[src/rtl/joy_pkg.sv]
// Shared definitions for the joystick answer encoder:
// vector width, FSM states, vector classes and encoding helpers.
package joy_pkg;

    localparam int JOY_W = 9;

    typedef enum logic [1:0] {
        IDLE,
        HOLD,
        WAIT_REL
    } state_t;

    typedef enum logic [1:0] {
        CLS_REL,
        CLS_SINGLE,
        CLS_MULTI
    } cls_t;

    function automatic logic [3:0] onehot_to_value(
        input logic [JOY_W-1:0] oh
    );
        logic [3:0] v;
        v = '0;
        for (int i = 0; i < JOY_W; i++) begin
            if (oh[i]) v = 4'(i + 1);
        end
        return v;
    endfunction

    // Clearing the lowest set bit leaves something only if two or more were set.
    function automatic cls_t classify(
        input logic [JOY_W-1:0] vec
    );
        cls_t c;
        if (vec == '0)
            c = CLS_REL;
        else if ((vec & (vec - JOY_W'(1))) != '0)
            c = CLS_MULTI;
        else
            c = CLS_SINGLE;
        return c;
    endfunction

endpackage

[src/rtl/joy_answer_encoder_debounce.sv]
// Per-player two-flop synchronizer, hold counter and stable vector register.
// Also flags the cycle after the stable vector turns multi-hot.
module joy_debounce
    import joy_pkg::*;
#(
    parameter int DEBOUNCE_CYCLES = 4
) (
    input  logic             clk,
    input  logic             rst_n,
    input  logic [JOY_W-1:0] raw,
    output logic [JOY_W-1:0] stable,
    output logic             multi_rise
);

    localparam logic [3:0] CNT_LAST = 4'(DEBOUNCE_CYCLES - 1);
    localparam logic [3:0] CNT_DONE = 4'(DEBOUNCE_CYCLES);

    logic [JOY_W-1:0] sync1;
    logic [JOY_W-1:0] sync2;
    logic [3:0]       cnt;
    logic             load;
    logic             enter_multi;

    // sync1 differing from sync2 means sync2 changes on this edge.
    assign load = (sync1 == sync2) && (cnt == CNT_LAST);

    assign enter_multi = load
                      && (classify(sync2) == CLS_MULTI)
                      && (classify(stable) != CLS_MULTI);

    always_ff @(posedge clk or negedge rst_n) begin
        if (!rst_n) begin
            sync1      <= '0;
            sync2      <= '0;
            cnt        <= '0;
            stable     <= '0;
            multi_rise <= 1'b0;
        end else begin
            sync1      <= raw;
            sync2      <= sync1;
            if (sync1 != sync2)
                cnt <= '0;
            else if (cnt != CNT_DONE)
                cnt <= cnt + 4'd1;
            if (load)
                stable <= sync2;
            multi_rise <= enter_multi;
        end
    end

endmodule

[src/rtl/joy_answer_encoder.sv]
// Two-player joystick answer encoder: debounces both sticks, arbitrates
// single-key presses and presents one answer at a time over valid/ready.
module joy_answer_encoder
    import joy_pkg::*;
#(
    parameter int DEBOUNCE_CYCLES = 4
) (
    input  logic             clk,
    input  logic             rst_n,
    input  logic [JOY_W-1:0] joy_left_raw,
    input  logic [JOY_W-1:0] joy_right_raw,
    input  logic             ans_ready,
    output logic             ans_valid,
    output logic             ans_player,
    output logic [JOY_W-1:0] ans_onehot,
    output logic [3:0]       ans_value,
    output logic             err_multi
);

    logic [JOY_W-1:0] left_stable;
    logic [JOY_W-1:0] right_stable;
    logic             left_rise;
    logic             right_rise;

    joy_debounce #(
        .DEBOUNCE_CYCLES(DEBOUNCE_CYCLES)
    ) u_left (
        .clk        (clk),
        .rst_n      (rst_n),
        .raw        (joy_left_raw),
        .stable     (left_stable),
        .multi_rise (left_rise)
    );

    joy_debounce #(
        .DEBOUNCE_CYCLES(DEBOUNCE_CYCLES)
    ) u_right (
        .clk        (clk),
        .rst_n      (rst_n),
        .raw        (joy_right_raw),
        .stable     (right_stable),
        .multi_rise (right_rise)
    );

    state_t           state;
    state_t           state_nx;
    logic             prio;
    logic             prio_nx;
    logic             player_nx;
    logic [JOY_W-1:0] onehot_nx;
    logic             grant_right;
    logic             left_single;
    logic             right_single;
    logic             both_rel;

    assign left_single  = classify(left_stable) == CLS_SINGLE;
    assign right_single = classify(right_stable) == CLS_SINGLE;
    assign both_rel     = (left_stable == '0) && (right_stable == '0);

    // prio = 1 hands a tie to the right player.
    always_comb begin
        state_nx    = state;
        prio_nx     = prio;
        player_nx   = ans_player;
        onehot_nx   = ans_onehot;
        grant_right = 1'b0;
        unique case (state)
            IDLE: begin
                if (left_single || right_single) begin
                    grant_right = right_single && (!left_single || prio);
                    player_nx   = grant_right;
                    onehot_nx   = grant_right ? right_stable : left_stable;
                    state_nx    = HOLD;
                end
            end
            HOLD: begin
                if (ans_ready) begin
                    prio_nx   = ~ans_player;
                    onehot_nx = '0;
                    state_nx  = WAIT_REL;
                end
            end
            WAIT_REL: begin
                if (both_rel)
                    state_nx = IDLE;
            end
            default: state_nx = IDLE;
        endcase
    end

    always_ff @(posedge clk or negedge rst_n) begin
        if (!rst_n) begin
            state      <= IDLE;
            prio       <= 1'b0;
            ans_player <= 1'b0;
            ans_onehot <= '0;
            ans_value  <= '0;
        end else begin
            state      <= state_nx;
            prio       <= prio_nx;
            ans_player <= player_nx;
            ans_onehot <= onehot_nx;
            ans_value  <= onehot_to_value(onehot_nx);
        end
    end

    assign ans_valid = (state == HOLD);
    assign err_multi = left_rise | right_rise;

endmodule
[config.mk]
export PLATFORM = sky130hd
export DESIGN_NAME = joy_answer_encoder
export DESIGN_NICKNAME = d
export VERILOG_FILES = /design/src/rtl/joy_pkg.sv /design/src/rtl/joy_answer_encoder_debounce.sv /design/src/rtl/joy_answer_encoder.sv
export SDC_FILE = /design/constraint.sdc
export NUM_CORES = 1
export LEC_CHECK = 0
export ABC_AREA = 1
export BUFFER_PORTS_ARGS = -buffer_cell sky130_fd_sc_hd__buf_2
export CORE_UTILIZATION = 42
export DETAILED_ROUTE_END_ITERATION = 10
export GPL_TIMING_DRIVEN = 0
export SLEW_MARGIN = 10
export SYNTH_ARGS = -nofsm -noshare
export SYNTH_HDL_FRONTEND = slang
export SYNTH_SLANG_ARGS = --single-unit
[constraint.sdc]
create_clock -name clk -period 2.1 [get_ports clk]
set_input_delay 0.315 -clock clk [delete_from_list [all_inputs] [get_ports clk]]
set_output_delay 0.315 -clock clk [all_outputs]
set_load 0.1 [all_outputs]
==> impl_metrics.yaml <==
status:
  outcome: "complete, but fails checks"
  violations: "negative setup slack"
drt:
  detail-route-antenna-nets: 0
  drt_iter0_drc: 99
  num_vias: 2624
  detail_route.first_pass.iterations: 4
  routedWlPerCell_um: 12.0
  drt-vias-per-instance: 4.75
  drc_errors: 0
  drt_wl_total_um: 6620
placed_design:
  hpwl_um: 4730
  io_buffers: 36
  gp_congestion: 0.795
worst_setup_path:
  cpPeakStageDelay_ns: 0.44
  critPathBufInv: 3
  slowest_stage: "dfrtp_2"
  crit_path_end_kind: "flip-flop"
  crit_start: "u_right.stable[0]"
  cp_top_family: "simple AND/OR/NAND/NOR gates"
  cp.required_ns: 2.38
  path_cells: "nor2_4 > nor2_1 > nor2_1 > nand2_1 > nor2_2 > nand4_4 > clkinv_4 > nand2_4 > buf_6 > o211ai_1 > o21ai_1 > inv_1 > nand2_1 > a21oi_1"
  startpoint_type: "flip-flop"
  worstReg2RegStart: "u_right.stable[0]"
  rrSetupSlack_ns: -0.04
  worst-path-max-fanout: 5
  cp.arrival_ns: 2.42
  crit_type: "reg -> reg"
synth:
  synth_top_area_cell: "dfrtp_1"
  ys_warn_count: 0
  syn_area_um2: 3600
  synth-edff-count: 0
  ys_types: 39
  netlist_top_cells_count: "dfrtp_1, nand2_1, inv_1"
  synth_top_area_share_pct: 56.3
  muxShareOfSynthArea_pct: 0.938
  synthAdderAreaFrac_pct: 1.39
  yosys-top-cells-area: "dfrtp_1, nand2_1, inv_1"
  ys.flop_type: "dfrtp_1"
  avgSynthCellArea_um2: 9.58
  synth_xor_area_share_pct: 4.62
  synth.most_common_cell: "dfrtp_1"
  async_reset_ff_share_pct: 100
  ys_ff_latch: 81
  synth_top_family_by_area: "simple AND/OR/NAND/NOR gates"
  yosys.area_share.simple_pct: 19.5
  synth_nets: 401
  synth_compound_area_share_pct: 11.0
  synthesis.instances: 376
  synth_seq_area_share_pct: 56.3
floorplan:
  die_h_um: 94.6
  die_area_um2: 8950
  rows: 33
  die-width_um: 94.6
  io_pins: 37
  fp.coreArea_um2: 8260
  start_util_pct: 43.6
pwr:
  leakage_nw: 2.15
  worst_ir_drop_vdd_mv: 0.420
  p_total_mw: 2.96
  power.density_nw_per_um2: 672
sta:
  slew_violations: 0
  period_minus_slack_ns: 2.14
  final.period_utilization_pct: 102
  fin_skew_ns: 0.00822
  hold-worst-slack_ns: 0.0639
  rsz0062_at_grt: "yes"
  hold_viol: 0
  worst_slew_pin_slew_ns: 0.485
  fin_ws_ns: -0.0408
  clock.fmax_mhz: 467
  setup_viol: 3
  worst_slew_margin_rel_pct: 67.9
flow_run:
  max_cap_violations: 0
grt:
  antenna_found_initial: 0
  grt_overflow: 0
  grt_pass1_vias: 2489
  grt_pass1_wl_um: 11200
  grt_max_degree: 64
  grt_usage_pct: 16.4
cells_and_area:
  diodes: 0
  final_core_util_pct: 53.3
  seq_area_um2: 2030
  area_growth_pct: 22.3
  final_nets: 468
  final_layout_size_suffix_gt1_share_pct: 27.7
  nFillCells: 788
  multi_input_area_um2: 1430
clock_tree:
  cts_tree: "built"
  clk_latency_ns: 0.35
  htreeDepth: 3
  clock_path_buffers: 2
  cts.clk_slew.worst_paths_ns: 0.08
  cts.sinks: 81
  cts_inserted_buffers: 9
  root_buffer: "clkbuf_8"
min_path:
  worstHoldPathType: "in -> reg"
  hp-start: "joy_left_raw[2]"
==> worst reg2reg max path: stages (launching register included) <==
cell      delay (ns)
dfrtp_2         0.44
nor2_4          0.15
nor2_1          0.05
nor2_1          0.10
nand2_1         0.09
nor2_2          0.15
nand4_4         0.15
clkinv_4        0.09
nand2_4         0.06
buf_6           0.14
o211ai_1        0.21
o21ai_1         0.14
inv_1           0.09
nand2_1         0.09
a21oi_1         0.12
==> where the power goes <==
group | switching [mW] | internal [mW] | leakage [nW]
sequential | 0.0286 | 1.59 | 0.983
combinational | 0.0642 | 0.0454 | 1.06
clock | 0.559 | 0.669 | 0.0995
==> logic make-up (layout without fill, tap and decap cells) <==
group	Yosys count	in the layout
xor+xnor	19	19
flops	81	81
compound gates	61	61
buf+inv	58	130
simple gates	150	150
mux	3	3
fa+ha+maj	4	4
==> stage by stage <==
stage | setup TNS [ns] | instances | worst slack [ns] | area, µm²
6_report | -0.103 | 553 | -0.0408 | 4400
5_1_grt | -0.973 | 553 | -0.253 | 4400
4_1_cts | -0.113 | 546 | -0.0463 | 4290
3_5_place_dp | -0.808 | 518 | -0.122 | 3950
3_3_place_gp | -0.706 | 517 | -0.107 | 3920
2_1_floorplan | 0 | 376 | 0.155 | 3610
==> placed cells by master (no fill, tap or decap), types with 3 or more instances in the layout <==
cell type,synthesis,layout
nand2_2,5,5
nand3_1,19,18
buf_4,0,19
nor2_2,4,4
nor2_1,37,34
ha_1,4,4
dfrtp_1,81,76
o21ai_2,4,8
nor4_1,4,3
o211ai_1,3,3
nand2_1,65,63
mux2_2,3,3
buf_2,0,35
nor2_4,3,6
dfrtp_2,0,5
nand3_2,2,3
clkbuf_8,0,9
a21oi_1,13,12
a211oi_1,6,6
or2_2,4,4
xnor2_1,3,3
o21ai_0,20,19
xor2_1,16,16
inv_1,50,50
clkbuf_1,3,3
==> state kept, by name, summed over array words and instances, names as in the netlist <==
name	flops
u_left.cnt	4
u_right.cnt	4
u_left.stable	9
u_right.sync1	9
ans_value	4
u_right.sync2	9
u_left.multi_rise	1
u_right.stable	9
ans_player	1
prio	1
state	2
u_right.multi_rise	1
u_left.sync2	9
ans_onehot	9
u_left.sync1	9
==> final cells by class <==
cell class	instances	area share, %
plain buffers	3	0.455
clock buffers	11	2.98
clock inverters	5	1.82
inverters	54	4.77
multi-input cells	237	32.5
flip-flops and latches	81	46.2
well taps	105	2.98
repair buffers	57	8.32
==> metal layers <==
layer  global-route usage [%]  routed length [µm]
met3                     3.14                 208
met1                     21.5                3170
met4                     7.95                 142
met5                        0                   0
met2                     26.1                3100
==> final timing paths <==
check	to	depth (start not counted)
max reg2reg	ans_value[2]	14
max in group asynchronous	u_right.stable[3]	3
min reg2reg	u_right.sync2[3]	0
min	u_left.sync1[2]	1
min in group asynchronous	state[1]	2
max	ans_value[2]	14
==> what timing repair did <==
action,4_1_cts,5_1_grt
buffers inserted,11,7
pin swaps,15,11
endpoints found under the setup margin,14,25
hold endpoints to repair,18,0
gates resized for setup,11,18
hold buffers,1,0
cloned,1,0
Power figures use the tool's default switching activity.
